$ cat config.mk
export PLATFORM = sky130hd
export DESIGN_NAME = sys_cntr_rx
export DESIGN_NICKNAME = d
export VERILOG_FILES = /design/src/rtl/sys_cntr_rx.sv
export SDC_FILE = /design/constraint.sdc
export NUM_CORES = 1
export LEC_CHECK = 0
export ABC_AREA = 1
export CELL_PAD_IN_SITES_DETAIL_PLACEMENT = 0
export CELL_PAD_IN_SITES_GLOBAL_PLACEMENT = 1
export CORE_MARGIN = 1
export CORE_UTILIZATION = 43
export CTS_CLUSTER_DIAMETER = 40
export CTS_CLUSTER_SIZE = 12
export DETAILED_ROUTE_END_ITERATION = 8
export DONT_BUFFER_PORTS = 1
export GPL_ROUTABILITY_DRIVEN = 0
export PLACE_DENSITY_LB_ADDON = 0.1
export SYNTH_ARGS = -nofsm -noshare
export SYNTH_HDL_FRONTEND = slang
export SYNTH_SLANG_ARGS = --single-unit
$ cat constraint.sdc
create_clock -name CLK -period 1.5 [get_ports CLK]
set_input_delay 0.225 -clock CLK [delete_from_list [all_inputs] [get_ports CLK]]
set_output_delay 0.225 -clock CLK [all_outputs]
set_load 0.03 [all_outputs]
$ cat src/rtl/sys_cntr_rx.sv
// sys_cntr_rx: UART command frame decoder. Turns a stream of received bytes
// into register-file write/read strobes and ALU start/clock-gate control.
// Frames: 0xAA addr data | 0xBB addr | 0xCC opA opB fun | 0xDD fun.
module sys_cntr_rx #(
    parameter int width      = 8,
    parameter int addr_width = 4
) (
    input  logic                  CLK,
    input  logic                  Reset,
    input  logic [width-1:0]      Rx_Data,
    input  logic                  Rx_Data_valid,
    input  logic                  ALU_out_valid,
    output logic                  Wr_En,
    output logic                  Rd_En,
    output logic [addr_width-1:0] Address,
    output logic [width-1:0]      Wr_Data,
    output logic                  ALU_EN,
    output logic [3:0]            ALU_FUN,
    output logic                  CLK_GATE_EN
);

    localparam logic [width-1:0] CMD_RF_WR   = width'(8'hAA);
    localparam logic [width-1:0] CMD_RF_RD   = width'(8'hBB);
    localparam logic [width-1:0] CMD_ALU_OP  = width'(8'hCC);
    localparam logic [width-1:0] CMD_ALU_NOP = width'(8'hDD);

    // 4-bit encoding leaves spare codes so an upset state is detectable
    // and steered back to IDLE by the default branch.
    typedef enum logic [3:0] {
        IDLE     = 4'd0,
        WR_ADDR  = 4'd1,
        WR_DATA  = 4'd2,
        RD_ADDR  = 4'd3,
        OP_A     = 4'd4,
        OP_B     = 4'd5,
        FUN      = 4'd6,
        ALU_WAIT = 4'd7
    } state_t;

    state_t                r_state;
    state_t                w_state_next;
    logic                  r_wr_en,   w_wr_en_next;
    logic                  r_rd_en,   w_rd_en_next;
    logic                  r_alu_en,  w_alu_en_next;
    logic                  r_gate_en, w_gate_en_next;
    logic [addr_width-1:0] r_addr,    w_addr_next;
    logic [width-1:0]      r_wr_data, w_wr_data_next;
    logic [3:0]            r_alu_fun, w_alu_fun_next;

    // Next-state and next-output decode; strobes default low so each
    // accepted byte yields exactly one pulse, data outputs hold by default.
    always_comb begin
        w_state_next   = r_state;
        w_wr_en_next   = 1'b0;
        w_rd_en_next   = 1'b0;
        w_alu_en_next  = 1'b0;
        w_gate_en_next = r_gate_en;
        w_addr_next    = r_addr;
        w_wr_data_next = r_wr_data;
        w_alu_fun_next = r_alu_fun;
        case (r_state)
            IDLE: begin
                w_gate_en_next = 1'b0;
                if (Rx_Data_valid) begin
                    if (Rx_Data == CMD_RF_WR)        w_state_next = WR_ADDR;
                    else if (Rx_Data == CMD_RF_RD)   w_state_next = RD_ADDR;
                    else if (Rx_Data == CMD_ALU_OP)  w_state_next = OP_A;
                    else if (Rx_Data == CMD_ALU_NOP) w_state_next = FUN;
                end
            end
            WR_ADDR: begin
                if (Rx_Data_valid) begin
                    w_addr_next  = Rx_Data[addr_width-1:0];
                    w_state_next = WR_DATA;
                end
            end
            WR_DATA: begin
                if (Rx_Data_valid) begin
                    w_wr_data_next = Rx_Data;
                    w_wr_en_next   = 1'b1;
                    w_state_next   = IDLE;
                end
            end
            RD_ADDR: begin
                if (Rx_Data_valid) begin
                    w_addr_next  = Rx_Data[addr_width-1:0];
                    w_rd_en_next = 1'b1;
                    w_state_next = IDLE;
                end
            end
            OP_A: begin
                if (Rx_Data_valid) begin
                    w_addr_next    = '0;
                    w_wr_data_next = Rx_Data;
                    w_wr_en_next   = 1'b1;
                    w_state_next   = OP_B;
                end
            end
            OP_B: begin
                if (Rx_Data_valid) begin
                    w_addr_next    = addr_width'(1);
                    w_wr_data_next = Rx_Data;
                    w_wr_en_next   = 1'b1;
                    w_state_next   = FUN;
                end
            end
            FUN: begin
                if (Rx_Data_valid) begin
                    w_alu_fun_next = Rx_Data[3:0];
                    w_alu_en_next  = 1'b1;
                    w_gate_en_next = 1'b1;
                    w_state_next   = ALU_WAIT;
                end
            end
            ALU_WAIT: begin
                // Bytes arriving here are dropped, even alongside the result.
                w_gate_en_next = 1'b1;
                if (ALU_out_valid) begin
                    w_gate_en_next = 1'b0;
                    w_state_next   = IDLE;
                end
            end
            default: begin
                w_state_next   = IDLE;
                w_gate_en_next = 1'b0;
            end
        endcase
    end

    // State and registered outputs; reset aborts any frame in progress.
    always_ff @(posedge CLK or posedge Reset) begin
        if (Reset) begin
            r_state   <= IDLE;
            r_wr_en   <= 1'b0;
            r_rd_en   <= 1'b0;
            r_alu_en  <= 1'b0;
            r_gate_en <= 1'b0;
            r_addr    <= '0;
            r_wr_data <= '0;
            r_alu_fun <= '0;
        end else begin
            r_state   <= w_state_next;
            r_wr_en   <= w_wr_en_next;
            r_rd_en   <= w_rd_en_next;
            r_alu_en  <= w_alu_en_next;
            r_gate_en <= w_gate_en_next;
            r_addr    <= w_addr_next;
            r_wr_data <= w_wr_data_next;
            r_alu_fun <= w_alu_fun_next;
        end
    end

    assign Wr_En       = r_wr_en;
    assign Rd_En       = r_rd_en;
    assign ALU_EN      = r_alu_en;
    assign CLK_GATE_EN = r_gate_en;
    assign Address     = r_addr;
    assign Wr_Data     = r_wr_data;
    assign ALU_FUN     = r_alu_fun;

endmodule

After elaboration in Yosys (flattened, before gate mapping)
Cells that the tools add are included.
- register bits: 24
- output and inout bits: 20
- input port bits: 12
- logic and storage cells: 62
- mux-type cells: 22
- equal/unequal tests: 20
- bitwise logic cells: 1
- reduce and logical (&&, ||, !) cells: 11
- operators with widths (cell ; number):
    4-bit two-way mux ; 13
    8-bit == test, second input constant ; 4
    4-bit case mux with 7 select lines ; 1
    4-bit by 3-bit == test with 1-bit output, second input constant ; 4
    2-bit inequality test, second input constant ; 6
    4-bit case mux with 3 select lines ; 1
    4-bit by 2-bit == test with 1-bit output, second input constant ; 2
    8-bit AND reduction ; 1
    1-bit two-way mux ; 6
    2-bit AND reduction ; 3
    5-bit inequality test, second input constant ; 1
    5-bit OR reduction ; 1
    4-bit by 1-bit == test with 1-bit output, second input constant ; 1
    4-bit zero test ; 1
    2-bit by 1-bit inequality test with 1-bit output, second input constant ; 2
    4-bit AND reduction ; 1
    2-bit OR reduction ; 2
    1-bit case mux with 3 select lines ; 1
    3-bit nonzero test ; 1
    3-bit OR reduction ; 1
    1-bit inverter ; 1

Depth between registers and ports, before layout
- depth after elaboration: 7
- depth in mapped cells: 9
- depth with buffers taken out: 9

Least setup slack after synthesis
Ideal clock, no wire load.
- path kind: flip-flop to flip-flop
- from: register r_state[2]
- to: register r_wr_data[0], in the netlist Wr_Data[0]
- arrival time: 1.096 ns
- setup slack: 0.330 ns
- library setup time: 0.074 ns
- stages on the path, launching flop included: 10
- data required time: 1.426 ns
- cells stage by stage: dfrtp_1 > buf_4 > inv_2 > nor2_4 > inv_2 > nand2_2 > nand2_4 > buf_6 > nand2_1 > o21ai_2
- cells in the longest elaborated chain, start to end: 3
- elaborated cells between the ends (all ways): 5
- RTL lines (item ; line ; text):
    start: declaration ; 40 ; state_t r_state;
    start signal: assignment ; 142 ; r_state <= w_state_next;
    4-bit by 3-bit == test with 1-bit output or 4-bit by 2-bit == test with 1-bit output (tied branches) ; 61 ; case (r_state)
    3-bit OR reduction (no line) (*) ; n/a ;
    2-bit AND reduction (no line) (*) ; n/a ;
    end signal: assignment ; 148 ; r_wr_data <= w_wr_data_next;
    end: declaration ; 47 ; logic [width-1:0] r_wr_data, w_wr_data_next;
Every way passes the cells marked *; elsewhere a longest branch is shown, timed or not.
A chain may end at the register's enable or synchronous reset.

Worst setup path after layout
- from: register r_state[1]
- to: register r_state[2]
- cells in the longest elaborated chain, start to end: 4
- elaborated cells between the ends (all ways): 19
- RTL lines (item ; line):
    4-bit by 2-bit == test with 1-bit output ; 61
    2-bit OR reduction (no line) ; n/a
    2-bit by 1-bit inequality test with 1-bit output (no line) ; n/a
    8-bit AND reduction (no line) ; n/a
Several ways; a longest one is shown, not always the timed one.

==> implementation parameters <==
Parameter                              Value

Placement
  Worst Setup Slack post-DPL    0.159 ns
  Detailed placement HPWL    1780 um
  Number of buffers added on ports    0

Floorplan
  Rows    18
  Effective utilization at floorplan    between 40 and 50%
  Vertical die dimension    53.1 um
  Number of I/O pins    32
  Total die area    2820 um^2
  Core Box Area    approximately 2500 um^2
  X dimension of the die    approximately 53 um

Pwr
  Worst-case vdd ir drop    1200 uV
  Lkg Pwr    0.634 nW
  Clock network fraction of total power    10.9%
  Combinational fraction of design power    31.4%
  Net switching power    ~0.0014 W
  Power per Cell Area    approximately 2200 nW/um^2
  Cell Int Power    0.00127 W
  Sequential cell fraction of total power    57.7%
  Switch share    52.2%

Yosys
  Leading area contributor after synthesis    dfrtp_1
  Post-synthesis cell count    around 140
  Library cell with the highest instance count after synthesis    nand2_1
  Dominant combinational cell family by area after synthesis    simple AND/OR/NAND/NOR gates
  EDFF count, synth    0
  Cell types with the largest area share after synthesis    dfrtp_1 51%, nand2_1 16%, nand3_1 5.8%
  Count of distinct cell types in the synthesized netlist    18
  Main synth FF type    dfrtp_1
  Adder and majority cell fraction of the synthesized area    0%
  Async set-or-reset flop fraction in the synthesized netlist    100%
  Xor-xnor portion of the synthesized cell area    0%
  Most numerous cell types in the synthesized netlist    47 x nand2_1, 23 x dfrtp_1, 13 x nand3_1, 12 x inv_1, 12 x o21ai_0
  Compound-Gate Fraction of Synth Area    between 10 and 15%
  Proportion of synthesized area in mux cells    0%
  Total nets after synthesis    around 150
  Post-Synth Simple-Gate Area    between 20% and 30%
  Number of register bits inferred by synthesis    23
  Area share of the largest cell type after synthesis    51.3%
  Portion of the post-synthesis area used by sequential elements    51.3%
  Number of synthesis warnings    0
  Mean instance size in the synthesized netlist    8.07 um^2
  Post-synthesis instance area    roughly 1100 um^2

Clocking
  Worst-Skew Late Latency    0.31 ns
  Maximum root-to-sink buffer count    2
  Clock sink count    23
  Clock H-tree levels    1
  CTS root buffer    clkbuf_4
  Clock edge transition at the registers on the reported setup and hold paths    0.13 ns
  Number of buffers inserted during clock tree synthesis    3
  TritonCTS clock tree    yes

Critical path
  Cells along the critical path    inv_2 > nand2_1 > nor2_2 > nand3_1 > nand2_1 > nand2_1 > nand2_1
  Library cell appearing most often on the critical path    nand2_1
  Kind of launch point of the worst setup path    flop
  Data arrival time of the critical path    1.58 ns
  Peak fanout along the critical path    5
  Endpoint required time on the critical path    approximately 1.8 ns
  Crit path largest cell delay    around 0.48 ns
  Worst setup path class    flop to flop
  Type of destination of the critical path    flop
  Cell with the largest stage delay on the worst path    dfrtp_1

GRT
  Number of antenna violations at the first check in global routing    0
  Via count of the first global-routing pass    861
  Overflow left after global routing    0
  Overall global routing resource usage    19.0%
  Maximum number of pins on one net before global-route repair    24
  First-pass GRT wire length    3840 um

Timing
  Slew @ Worst Pin    approximately 0.32 ns
  TNS Setup    0 ns
  Final hold violation count    0
  Final Max Tran Viols    0
  Worst-case headroom to the max-slew limit    78.7%
  Peak clock frequency supported by timing    755 MHz
  Setup repair after global routing missed its margin    no
  Shortest clock period the worst path allows after layout    roughly 1.3 ns
  Final setup slack of the worst path    approximately 0.17 ns
  Final worst-path cycle share    between 80% and 90%
  Setup Skew    0.00396 ns
  Final setup violation count    0

Detailed routing
  Wire length after detailed routing    approximately 2300 um
  DR vias/cell    ~5.2
  Detailed router's first-iteration violation count    16
  Post-route DRC violation count    0
  Count of antenna-violating nets left after detailed routing    0
  Average wire per standard cell    between 10 and 15 um
  Drt pass-1 iters    4
  Total number of vias    904

Cells and area
  Number of antenna repair diodes    0
  Fraction of final layout cells sized beyond drive strength 1    16.8%
  Final net count    156
  Area growth, synth to finish    6.02%

Run status
  Run status    complete, no violations

Min path
  Class of the tightest hold or removal check    input pin to flop

Flow run
  Number of violations of the max-capacitance limit    0
## routing by layer
metal | vias to the layer above | track usage, % | part of all wire (%)
li1 | 449 | - | -
met4 | 0 | 9.65 | 1.0
met3 | 4 | 5.17 | 7.4
met1 | 427 | 24.8 | 45
met5 | - | 0 | 0
met2 | 24 | 28.3 | 46
## cell type report
| type | count | area (um^2) |
|---|---|---|
| clock buffers | 3 | 22.5 |
| fillers | 253 | 1290 |
| inverters | 16 | 60.1 |
| clock inverters | 1 | 5.00 |
| flip-flops and latches | 23 | 577 |
| repair buffers | 2 | 17.5 |
| well taps | 30 | 37.5 |
| multi-input cells | 98 | 470 |
## timing repair
action | CTS | global route
hold buffers | 1 | 0
setup endpoints to repair | 0 | 2
setup buffers | 0 | 0
gates resized for setup | 0 | 2
hold endpoints to repair | 23 | 0
## metrics by stage
step	cells	area [um^2]	hold slack, ns	total power [W]	utilization [%]
after detailed placement	168	1150	0.178	0.00239	46.4
after global placement	168	1150	0.171	0.00236	46.4
after CTS	173	1190	0.00305	0.00268	47.9
after floorplan	139	1120	0.227	0.00224	-
after global routing	173	1190	0.00829	0.00287	48.0
final	173	1190	0.0172	0.00266	48.0
## worst paths after layout
kind | from | endpoint | slack [ns] | cells after the start
hold / removal | Rx_Data[5] | Wr_Data[5] | 0.02 | 2
max in group asynchronous | Reset | r_state[2] | 0.88 | 3
hold reg to reg | r_state[2] | Rd_En | 0.59 | 1
setup reg to reg | r_state[1] | r_state[2] | 0.17 | 7
min in group asynchronous | Reset | Address[0] | 0.38 | 3
setup / recovery | r_state[1] | r_state[2] | 0.17 | 7
## power by group through the flow
| stage | clock [W] | sequential [W] | combinational (W) |
|---|---|---|---|
| final | 0.000290 | 0.00153 | 0.000835 |
| after floorplan | 0 | 0.00147 | 0.000766 |
| after CTS | 0.000300 | 0.00154 | 0.000845 |
| after global routing | 0.000329 | 0.00157 | 0.000972 |
| after global placement | 0 | 0.00154 | 0.000821 |
| after detailed placement | 0 | 0.00155 | 0.000838 |
## worst max-delay path, delay by kind of cell (launching register included)
kind                   cells  cell delay (ns)
and+or+nand+nor            6             0.67
DFF                        1             0.48
buffers and inverters      1             0.12
## placed cells by master (no fill, tap or decap), types with 3 or more instances in the layout
cell	n
nand2_1	46
dfrtp_1	22
nand3_1	13
inv_1	12
o21ai_0	12
nor2_1	10
o21ai_2	6
inv_2	4
nand2_2	3
clkbuf_4	3
## flip-flops by register name, indices dropped and copies added, names as in the netlist
| signal | flops |
|---|---|
| Wr_En | 1 |
| Wr_Data | 8 |
| ALU_EN | 1 |
| Rd_En | 1 |
| r_state | 3 |
| CLK_GATE_EN | 1 |
| Address | 4 |
| ALU_FUN | 4 |
## kinds of logic (layout without fill, tap and decap cells)
| group | count (synthesis) | after routing |
|---|---|---|
| DFF | 23 | 23 |
| and+or+nand+nor | 77 | 77 |
| buffers and inverters | 18 | 22 |
| AOI/OAI and AO/OA | 21 | 21 |
No activity file was read; power rests on OpenSTA's default activity.
